### src/rtl/light_scheduler_pkg.sv
// Shared constants and FSM state encodings for the room lighting scheduler.
package light_scheduler_pkg;

  localparam int unsigned DAYLIGHT_SENSOR_DATA_WIDTH = 8;
  localparam int unsigned MOTION_SENSOR_DATA_WIDTH   = 1;
  localparam int unsigned LIGHT_THRESHOLD            = 100;
  localparam int unsigned LIGHT_HOLD_TICKS           = 1000;

  typedef enum logic [1:0] {
    LS_IDLE     = 2'd0,
    LS_ON       = 2'd1,
    LS_HOLD     = 2'd2,
    LS_OVERRIDE = 2'd3
  } ls_state_e;

endpackage

### src/rtl/light_hold_timer.sv
// Hold-off counter: loads HOLD_TICKS, counts qualified ticks down, flags the final tick.
module light_hold_timer #(
  parameter int unsigned HOLD_TICKS = 1000
) (
  input  logic clk,
  input  logic rst,
  input  logic load,
  input  logic clear,
  input  logic tick,
  output logic expire
);

  localparam int unsigned CNT_W = $clog2(HOLD_TICKS + 1);

  logic [CNT_W-1:0] cnt;

  // Saturating down-counter; never wraps below zero
  always_ff @(posedge clk) begin
    if (rst || clear) begin
      cnt <= '0;
    end else if (load) begin
      cnt <= CNT_W'(HOLD_TICKS);
    end else if (tick && (cnt != '0)) begin
      cnt <= cnt - CNT_W'(1);
    end
  end

  assign expire = tick && (cnt == CNT_W'(1));

endmodule

### src/rtl/light_scheduler.sv
// Lamp sequencer: hysteresis darkness flag plus IDLE/ON/HOLD/OVERRIDE FSM.
// Manual override is built only when LIGHTS_MANUAL_OVERRIDE_EN is defined.
module light_scheduler
  import light_scheduler_pkg::*;
#(
  parameter int unsigned DAYLIGHT_W = DAYLIGHT_SENSOR_DATA_WIDTH,
  parameter int unsigned THRESHOLD  = LIGHT_THRESHOLD,
  parameter int unsigned HYST       = 4,
  parameter int unsigned HOLD_TICKS = LIGHT_HOLD_TICKS
) (
  input  logic                                clk,
  input  logic                                rst,
  input  logic [DAYLIGHT_W-1:0]               daylight,
  input  logic [MOTION_SENSOR_DATA_WIDTH-1:0] presence,
  input  logic                                tick,
  input  logic                                override_en,
  input  logic                                override_val,
  output logic                                lights,
  output logic [1:0]                          state,
  output logic                                dark
);

  localparam logic [DAYLIGHT_W-1:0] DARK_LVL   = DAYLIGHT_W'(THRESHOLD);
  localparam logic [DAYLIGHT_W:0]   BRIGHT_LVL = (DAYLIGHT_W + 1)'(THRESHOLD + HYST);

  ls_state_e state_q, state_d;
  logic      lights_d;
  logic      pres;
  logic      ovr;
  logic      load, clear, expire;

  assign pres = |presence;

`ifdef LIGHTS_MANUAL_OVERRIDE_EN
  assign ovr = override_en;
`else
  assign ovr = 1'b0;
  logic unused_override;
  assign unused_override = &{1'b0, override_en, override_val};
`endif

  // Darkness flag with hysteresis band [THRESHOLD, THRESHOLD+HYST)
  always_ff @(posedge clk) begin
    if (rst) begin
      dark <= 1'b0;
    end else if (daylight < DARK_LVL) begin
      dark <= 1'b1;
    end else if ({1'b0, daylight} >= BRIGHT_LVL) begin
      dark <= 1'b0;
    end
  end

  light_hold_timer #(
    .HOLD_TICKS(HOLD_TICKS)
  ) u_timer (
    .clk   (clk),
    .rst   (rst),
    .load  (load),
    .clear (clear),
    .tick  (tick && (state_q == LS_HOLD)),
    .expire(expire)
  );

  always_comb begin
    state_d  = state_q;
    lights_d = 1'b0;
    load     = 1'b0;
    clear    = 1'b0;
    case (state_q)
      LS_IDLE: begin
        if (ovr)               state_d = LS_OVERRIDE;
        else if (dark && pres) state_d = LS_ON;
      end
      LS_ON: begin
        if (ovr)        state_d = LS_OVERRIDE;
        else if (!dark) state_d = LS_IDLE;
        else if (!pres) begin
          state_d = LS_HOLD;
          load    = 1'b1;
        end
      end
      LS_HOLD: begin
        // Presence outranks expiry, darkness loss outranks presence
        clear = 1'b1;
        if (ovr)         state_d = LS_OVERRIDE;
        else if (!dark)  state_d = LS_IDLE;
        else if (pres)   state_d = LS_ON;
        else if (expire) state_d = LS_IDLE;
        else             clear   = 1'b0;
      end
`ifdef LIGHTS_MANUAL_OVERRIDE_EN
      LS_OVERRIDE: begin
        if (!ovr) begin
          state_d = LS_IDLE;
          clear   = 1'b1;
        end
      end
`endif
      default: state_d = LS_IDLE;
    endcase

    case (state_d)
      LS_ON, LS_HOLD: lights_d = 1'b1;
`ifdef LIGHTS_MANUAL_OVERRIDE_EN
      LS_OVERRIDE:    lights_d = override_val;
`endif
      default:        lights_d = 1'b0;
    endcase
  end

  always_ff @(posedge clk) begin
    if (rst) begin
      state_q <= LS_IDLE;
      lights  <= 1'b0;
    end else begin
      state_q <= state_d;
      lights  <= lights_d;
    end
  end

  assign state = state_q;

endmodule
### config.mk
export PLATFORM = sky130hd
export DESIGN_NAME = light_scheduler
export DESIGN_NICKNAME = d
export VERILOG_FILES = /design/src/rtl/light_scheduler_pkg.sv /design/src/rtl/light_hold_timer.sv /design/src/rtl/light_scheduler.sv
export SDC_FILE = /design/constraint.sdc
export NUM_CORES = 1
export LEC_CHECK = 0
export BUFFER_PORTS_ARGS = -buffer_cell sky130_fd_sc_hd__buf_2
export CORE_UTILIZATION = 58
export CTS_BUF_LIST = sky130_fd_sc_hd__clkbuf_8
export DETAILED_ROUTE_END_ITERATION = 12
export GPL_TIMING_DRIVEN = 0
export PLACE_DENSITY = 0.95
export SLEW_MARGIN = 40
export SYNTH_ARGS = -nofsm -noshare
export SYNTH_HDL_FRONTEND = slang
export SYNTH_SLANG_ARGS = --single-unit
### constraint.sdc
create_clock -name clk -period 3.9 [get_ports clk]
set_input_delay 0.585 -clock clk [delete_from_list [all_inputs] [get_ports clk]]
set_output_delay 0.585 -clock clk [all_outputs]
set_load 0.05 [all_outputs]
# After elaboration in Yosys (flattened, before gate mapping)
# Index checks and enable logic that the tools add are counted.
[totals] ff_bits=14 in_bits=14 out_inout_bits=4 elab_cells=43
[op_classes] n_addsub=1 order_cmp=2 n_eq_ne=5 n_mux=19 reduce_logical=11
[op_table] operator="2-to-1 mux 10 bit" n=2
[op_table] operator="2-to-1 mux 2 bit" n=6
[op_table] operator="== test 10 x 1 -> 1 bit (second input constant)" n=1
[op_table] operator="2-to-1 mux 1 bit" n=10
[op_table] operator="nonzero test 10 bit" n=1
[op_table] operator="subtractor 10 x 1 -> 10 bit (second input constant)" n=1
[op_table] operator="greater-or-equal comparator 8 x 7 -> 1 bit (second input constant)" n=1
[op_table] operator="less-than comparator 8 x 7 -> 1 bit (second input constant)" n=1
[op_table] operator="case mux 2 bit (3 select lines)" n=1
[op_table] operator="== test 2 x 1 -> 1 bit (second input constant)" n=2
[op_table] operator="== test 2 bit (second input constant)" n=2
[op_table] operator="logical AND 1 bit" n=4
[op_table] operator="nonzero test 2 bit" n=2
[op_table] operator="OR reduction 2 bit" n=2
[op_table] operator="logical NOT 2 bit" n=1
[op_table] operator="logical OR 1 bit" n=1

# Longest topological paths before layout
# Gate-level depths: netlist of the first run.
[depth] ltp_word=10 ltp_mapped=6 mapped_depth_nobuf=6

# Hierarchy
# Synthesis of the first run repeated with hierarchy kept, for this count alone.
[hier_totals] cells_unflattened=89 area_unflattened_um2=758.2
[by_module_without_submodules] module="light_hold_timer" n_inst=1 cells_per_inst=69 area_per_inst_um2=568.0 seq_area_each_um2=200.2
[by_module_without_submodules] module="light_scheduler" n_inst=1 cells_per_inst=20 area_per_inst_um2=190.2 seq_area_each_um2=80.1

# Worst setup path before layout of the first run
# OpenSTA, ideal clock, no wires.
[synth_timing] path_kind="register -> register" start="register state_q[1] (netlist: state[1])" end="register u_timer.cnt[8]" setup_time_ns=0.131 t_arrival_ns=1.522 required_time_ns=3.769 slack_ns=2.247 path_stages_with_launch=5 path_buffers=0 synth_period_minus_slack_ns=1.653 path_cell_list="dfxtp_1 -> nand4b_1 -> a2111oi_4 -> xnor2_1 -> a21oi_2"
[synth_via] elab_chain_cells=8 elab_cells_between_ends=13 cone_classes="eq/ne (2); mux (6); reduce/logical (5)"
[synth_lines] item="from (decl)" line_no="light_scheduler.sv:26" text="ls_state_e state_q, state_d;"
[synth_lines] item="from (signal assigned)" line_no="light_scheduler.sv:116" text="state_q <= state_d;"
[synth_lines] item="== test 2 bit" line_no="light_scheduler.sv:60, light_scheduler.sv:69"
[synth_lines] item="logical AND 1 bit" line_no="light_scheduler.sv:60" text=".tick (tick && (state_q == LS_HOLD)),"
[synth_lines] item="logical AND 1 bit" line_no="light_hold_timer.sv:28" text="assign expire = tick && (cnt == CNT_W'(1));"
[synth_lines] item="2-to-1 mux 1 bit" line_no="light_scheduler.sv:88" text="else if (expire) state_d = LS_IDLE;"
[synth_lines] item="2-to-1 mux 1 bit" line_no="light_scheduler.sv:87" text="else if (pres) state_d = LS_ON;"
[synth_lines] item="2-to-1 mux 1 bit" line_no="light_scheduler.sv:86" text="else if (!dark) state_d = LS_IDLE;"
[synth_lines] item="2-to-1 mux 1 bit" line_no="light_scheduler.sv:69" text="case (state_q)"
[synth_lines] item="logical OR 1 bit" line_no="light_hold_timer.sv:19" text="if (rst || clear) begin"
[synth_lines] item="to (signal assigned)" line_no="light_hold_timer.sv:22" text="cnt <= CNT_W'(HOLD_TICKS);"
[synth_lines] item="to (signal assigned)" line_no="light_hold_timer.sv:24" text="cnt <= cnt - CNT_W'(1);"
[synth_lines] item="to (decl)" line_no="light_hold_timer.sv:15" text="logic [CNT_W-1:0] cnt;"
# Parallel ways exist; a longest one is shown, timed or not.
# A chain may end at the register's enable or synchronous reset.

# Final worst setup path of the first run
[layout_timing] start="register u_timer.cnt[4]" end="register u_timer.cnt[0]"
[layout_via] elab_chain_cells=8 elab_cells_between_ends=10 cone_classes="eq/ne (1); mux (4); reduce/logical (5)"
[layout_lines] item="== test 10 x 1 -> 1 bit" line_no="light_hold_timer.sv:28"
[layout_lines] item="logical AND 1 bit" line_no="light_hold_timer.sv:28"
[layout_lines] item="2-to-1 mux 1 bit" line_no="light_scheduler.sv:88"
[layout_lines] item="2-to-1 mux 1 bit" line_no="light_scheduler.sv:87"
[layout_lines] item="2-to-1 mux 1 bit" line_no="light_scheduler.sv:86"
[layout_lines] item="2-to-1 mux 1 bit" line_no="light_scheduler.sv:69"
[layout_lines] item="logical OR 1 bit" line_no="light_hold_timer.sv:19"
[layout_lines] item="OR reduction 2 bit (no source line)"
# Parallel ways exist; a longest one is shown, timed or not.

==> results.yml, run 1 <==
cts:
  cts_resized: 0
  postCtsHoldBufs: 0
  htreeDepth: 1
  postCtsSetupBuffers: 0
  clock-root-buffer: "clkbuf_8"
  clk_latency_ns: 0.25
  cts.sinks: 14
  clkSlewWorstSetupHoldPaths_ns: 0.06
  cts_tree: "yes"
  cts_buffers: 3
  cts_max_path_buffers: 2
global_routing:
  grt_max_degree: 11
  grt_pass1_wl_mm: 2.994
  gr-total-overflow: 0
  grt_pass1_vias: 664
  grt_usage: 0.2938
  antenna_found_initial: 0
placement:
  gp_congestion: 0.8484
  portBuffers: 13
  place_area_um2: 878.3
  dp_hpwl_mm: 1.332
critical_path:
  rr_worst_depth: 4
  rrSetupSlack_ns: 2.07
  crit_required_ns: 4.01
  cp-end-kind: "flip-flop"
  timing.rr.start: "u_timer.cnt[4]"
  critPathKind: "reg2reg"
  crit_path_start_kind: "flip-flop"
  arrival_ns: 1.94
  rr_endpoint: "u_timer.cnt[0]"
  cp_max_fo: 10
routing:
  ant_nets: 0
  drt_pass1_iterations: 4
  finalWirelength_mm: 1.874
  initialDrtViolationCount: 43
  wl_per_cell_um: 16.30
  drc: 0
  via_count: 770
  drt-vias-per-instance: 6.696
timing:
  rsz0062_at_grt: "no"
  slew_headroom: 0.6325
  fmax_mhz: 547.8
  period_share: 0.4681
  period_minus_slack_ns: 1.826
  hold_viol: 0
  clock_skew_ns: 0.003039
  maxSlewViolCount: 0
  finalSetupViolCount: 0
  setup-tns-final_ns: 0
  tightest_slew_ns: 0.5467
layout:
  antenna_cells: 0
  nets: 119
  final_area_um2: 933.4
  drive_above_1_share: 0.2475
  area_growth_pct: 17.30
  fillCellCount: 80
logic_synthesis:
  ys_dominant_reg_cell: "dfxtp_1"
  synth-seq-cells: 14
  ys_types: 38
  synthCells: 84
  mappedNetlistArea_um2: 795.8
  synthTopCellsByArea: "dfxtp_1, ha_1, a21oi_1"
  synth_top_cell_area_share: 0.3522
  avgSynthCellArea_um2: 9.473
  synth_nets: 101
  ys_async_sr_fraction: 0
  synth_edf_count: 0
  yosysWarnings: 0
  synthTopCellsByCount: "dfxtp_1, a21oi_1, nand2b_1, nor2_1, nor3_1"
  synth_top_cell_by_area: "dfxtp_1"
  yosysMostFrequentCell: "dfxtp_1"
  ys_seq_area_frac: 0.3522
pwr:
  p_int_mw: 0.2420
  p_per_area_nw_per_um2: 331.0
  p_leak_nw: 0.3546
  seqPwrFrac: 0.474
  combPwrFrac: 0.067
  ir_drop_mv: 0.2506
  switching_share: 0.2167
  p_sw_mw: 0.06695
  clkPwrFrac: 0.460
die:
  die_h_um: 39.04
  core_um2: 1186
  ios: 18
  die_x_um: 39.04
  dieArea_um2: 1524
  initial_core_util: 0.6709
  rows: 12
outcome:
  status: "completed"
worst_hold_path:
  min-delay-start: "daylight[7]"
  hold_class: "in2reg"
  worstHoldPathCells: 2
  holdPathEnd: "dark"
run:
  maxCapViolCount: 0
==> stage by stage <==
stage	instances	setup WS, ns	utilization	hold WS, ns	total power, mW
detailed placement	111	2.114	0.7405	0.5180	0.1693
global placement	111	2.145	0.7405	0.5124	0.1685
finish	115	2.074	0.7869	0.4877	0.3089
floorplan	84	2.247	-	0.4918	0.1607
global route	115	1.911	0.7869	0.4917	0.3187
CTS	115	2.099	0.7869	0.4923	0.3093
==> kinds of logic (layout without fill, tap and decap cells) <==
group | Yosys count | in the layout | synth area share
simple gates | 33 | 33 | 0.2767
compound gates | 26 | 26 | 0.2579
flops | 14 | 14 | 0.3522
buf+inv | 4 | 21 | 0.01886
fa+ha+maj | 3 | 3 | 0.04717
xor+xnor | 2 | 2 | 0.02202
mux | 2 | 2 | 0.02516
==> layer usage <==
layer / global-route usage / vias to the layer above / routed length [um]
met1: 0.3754 / 348 / 772
met4: 0.1293 / 0 / 23
met5: 0 / - / 0
li1: - / 370 / -
met2: 0.4750 / 49 / 906
met3: 0.05202 / 3 / 173
==> cells in the final DEF (no fill, tap or decap), types with 3 or more instances in the layout <==
cell type	count
dfxtp_1	14
buf_2	13
a21oi_1	7
nand2b_1	4
nor3_1	4
nor2_1	4
clkbuf_8	4
inv_1	3
nand3_1	3
nand2_1	3
a31oi_1	3
ha_1	3
==> state kept, by name, summed over array words and instances (netlist names) <==
register     flops
u_timer.cnt     10
state            2
dark             1
lights           1
==> worst max-delay path by stage <==
stage	slack [ns]	endpoint	cells past startpoint	start
after CTS	2.10	u_timer.cnt[0]	4	u_timer.cnt[4]
after global routing	1.91	u_timer.cnt[1]	4	u_timer.cnt[4]
after global placement	2.15	u_timer.cnt[0]	4	u_timer.cnt[4]
final	2.07	u_timer.cnt[0]	4	u_timer.cnt[4]
after floorplan	2.25	u_timer.cnt[8]	4	state[1]
after detailed placement	2.11	u_timer.cnt[2]	4	u_timer.cnt[4]
==> power by group through the flow <==
stage / logic (mW) / registers, mW / clock network [mW]
final: 0.0206 / 0.146 / 0.142
after floorplan: 0.00766 / 0.153 / 0
after global placement: 0.0194 / 0.149 / 0
after global routing: 0.0217 / 0.146 / 0.151
after detailed placement: 0.0201 / 0.149 / 0
after CTS: 0.0205 / 0.146 / 0.143
==> area by class of cell <==
class                   instances  area [um^2]  area share
flip-flops and latches         14        280.3      0.3003
well taps                      14        17.52     0.01877
inverters                       3        11.26     0.01206
multi-input cells              66        500.5      0.5362
clock buffers                   4        55.05     0.05898
plain buffers                   1        3.754    0.004021
repair buffers                 13        65.06     0.06971
==> worst max-delay path: stages, from the launching register on <==
cell      delay [ns]
dfxtp_1         0.36
nor4_2          0.56
a41oi_1         0.20
o21bai_2        0.45
nor3_1          0.12
Note: power is estimated with default switching activity, not from simulation.
==> run 2: changes to the inputs <==
- CORE_UTILIZATION: 58 -> 54
- PLACE_DENSITY: 0.95 -> 0.92
- clock period: 3.9 -> 1.7 ns (I/O delays scaled with it)
==> results.yml, run 2 (synthesis results as in run 1) <==
critical_path:
  rr_endpoint: "u_timer.cnt[8]"
  crit_required_ns: 1.82
  cp_max_fo: 5
  rrSetupSlack_ns: 0.08
  cp-end-kind: "flip-flop"
  crit_path_start_kind: "flip-flop"
  rr_worst_depth: 6
  timing.rr.start: "u_timer.cnt[1]"
  arrival_ns: 1.74
  critPathKind: "reg2reg"
timing:
  fmax_mhz: 618.3
  clock_skew_ns: 0.004452
  rsz0062_at_grt: "no"
  finalSetupViolCount: 0
  period_share: 0.9514
  maxSlewViolCount: 0
  slew_headroom: 0.6789
  fin_ws_ns: 0.08258
  period_minus_slack_ns: 1.617
  setup-tns-final_ns: 0
  tightest_slew_ns: 0.4772
  hold_viol: 0
routing:
  drt_pass1_iterations: 4
  wl_per_cell_um: 17.14
  drc: 0
  finalWirelength_mm: 2.040
  initialDrtViolationCount: 24
  via_count: 794
  ant_nets: 0
  drt-vias-per-instance: 6.672
layout:
  antenna_cells: 0
  fillCellCount: 96
  area_growth_pct: 25.00
  largest_register: "u_timer.cnt"
  largest_reg_flops: 10
  final_common_cell: "buf_2"
  layout_common_cells: "buf_2, dfxtp_1, a21oi_1"
  drive_above_1_share: 0.3654
  nets: 123
outcome:
  status: "completed"
cts:
  cts_tree: "yes"
  clk_latency_ns: 0.24
  cts_buffers: 3
  postCtsHoldBufs: 0
  clkSlewWorstSetupHoldPaths_ns: 0.06
  htreeDepth: 1
  clock-root-buffer: "clkbuf_8"
  cts.sinks: 14
  cts_max_path_buffers: 2
die:
  die_h_um: 40.39
  dieArea_um2: 1631
  die_x_um: 40.39
  ios: 18
  core_um2: 1334
  initial_core_util: 0.5966
  rows: 13
global_routing:
  grt_pass1_vias: 672
  grt_max_degree: 11
  grt_pass1_wl_mm: 2.980
  grt_usage: 0.2813
  antenna_found_initial: 0
  gr-total-overflow: 0
placement:
  place_ws_ns: -0.08694
  dp_hpwl_mm: 1.332
  gp_congestion: 0.7945
  portBuffers: 13
worst_hold_path:
  min-delay-start: "daylight[7]"
  hold_class: "in2reg"
  holdPathEnd: "dark"
  worstHoldPathCells: 2
pwr:
  p_leak_nw: 0.3764
  p_per_area_nw_per_um2: 657.3
  ir_drop_mv: 0.4941
run:
  maxCapViolCount: 0
==> run 2: worst max-delay path by stage <==
| stage | cells after the start | slack (ns) | from | to |
|---|---|---|---|---|
| 5_1_grt | 6 | 0.04 | u_timer.cnt[1] | u_timer.cnt[8] |
| 3_3_place_gp | 4 | -0.04 | u_timer.cnt[4] | u_timer.cnt[2] |
| 6_report | 6 | 0.08 | u_timer.cnt[1] | u_timer.cnt[8] |
| 4_1_cts | 4 | 0.03 | u_timer.cnt[8] | u_timer.cnt[1] |
| 2_1_floorplan | 4 | 0.05 | state[1] | u_timer.cnt[8] |
| 3_5_place_dp | 6 | -0.09 | u_timer.cnt[0] | u_timer.cnt[1] |
==> run 2: critical path, stage by stage (launching register included) <==
cell	delay, ns
dfxtp_1	0.33
inv_1	0.13
ha_1	0.20
nand4b_1	0.28
a2111oi_4	0.31
xnor2_1	0.18
a21oi_2	0.07
==> run 2: metal layers <==
layer / global-route usage / vias to the layer above / part of all wire
met3: 0.05556 / 4 / 0.064
met4: 0.1500 / 0 / 0.012
met5: 0 / - / 0
met2: 0.5000 / 45 / 0.52
li1: - / 377 / -
met1: 0.3085 / 368 / 0.41
==> run 2: cell type report <==
type | instances | area, um^2 | area share
well taps | 15 | 18.77 | 0.01887
clock buffers | 3 | 41.29 | 0.04151
inverters | 3 | 11.26 | 0.01132
flip-flops and latches | 14 | 287.8 | 0.2893
repair buffers | 18 | 102.6 | 0.1031
multi-input cells | 66 | 533.0 | 0.5358
==> run 2: power breakdown <==
group | internal (mW) | switching [mW] | leakage, nW
Sequential | 0.332 | 0.00387 | 0.116
Clock | 0.156 | 0.109 | 0.0216
Combinational | 0.0222 | 0.0308 | 0.239
==> run 2: timing repair <==
item	4_1_cts	5_1_grt
gates resized for setup	3	8
pin swaps	0	2
buffers inserted	0	5
setup endpoints to repair	10	11
==> run 2: metrics by stage <==
step	hold WS [ns]	instances	instance area [um^2]	utilization	power (mW)
6_report	0.1747	119	994.7	0.7458	0.6538
5_1_grt	0.1788	119	994.7	0.7458	0.6746
2_1_floorplan	0.3271	84	795.8	-	0.3686
3_3_place_gp	0.4153	112	879.6	0.6595	0.3869
4_1_cts	0.1730	114	939.7	0.7045	0.6516
3_5_place_dp	0.4266	112	879.6	0.6595	0.3889
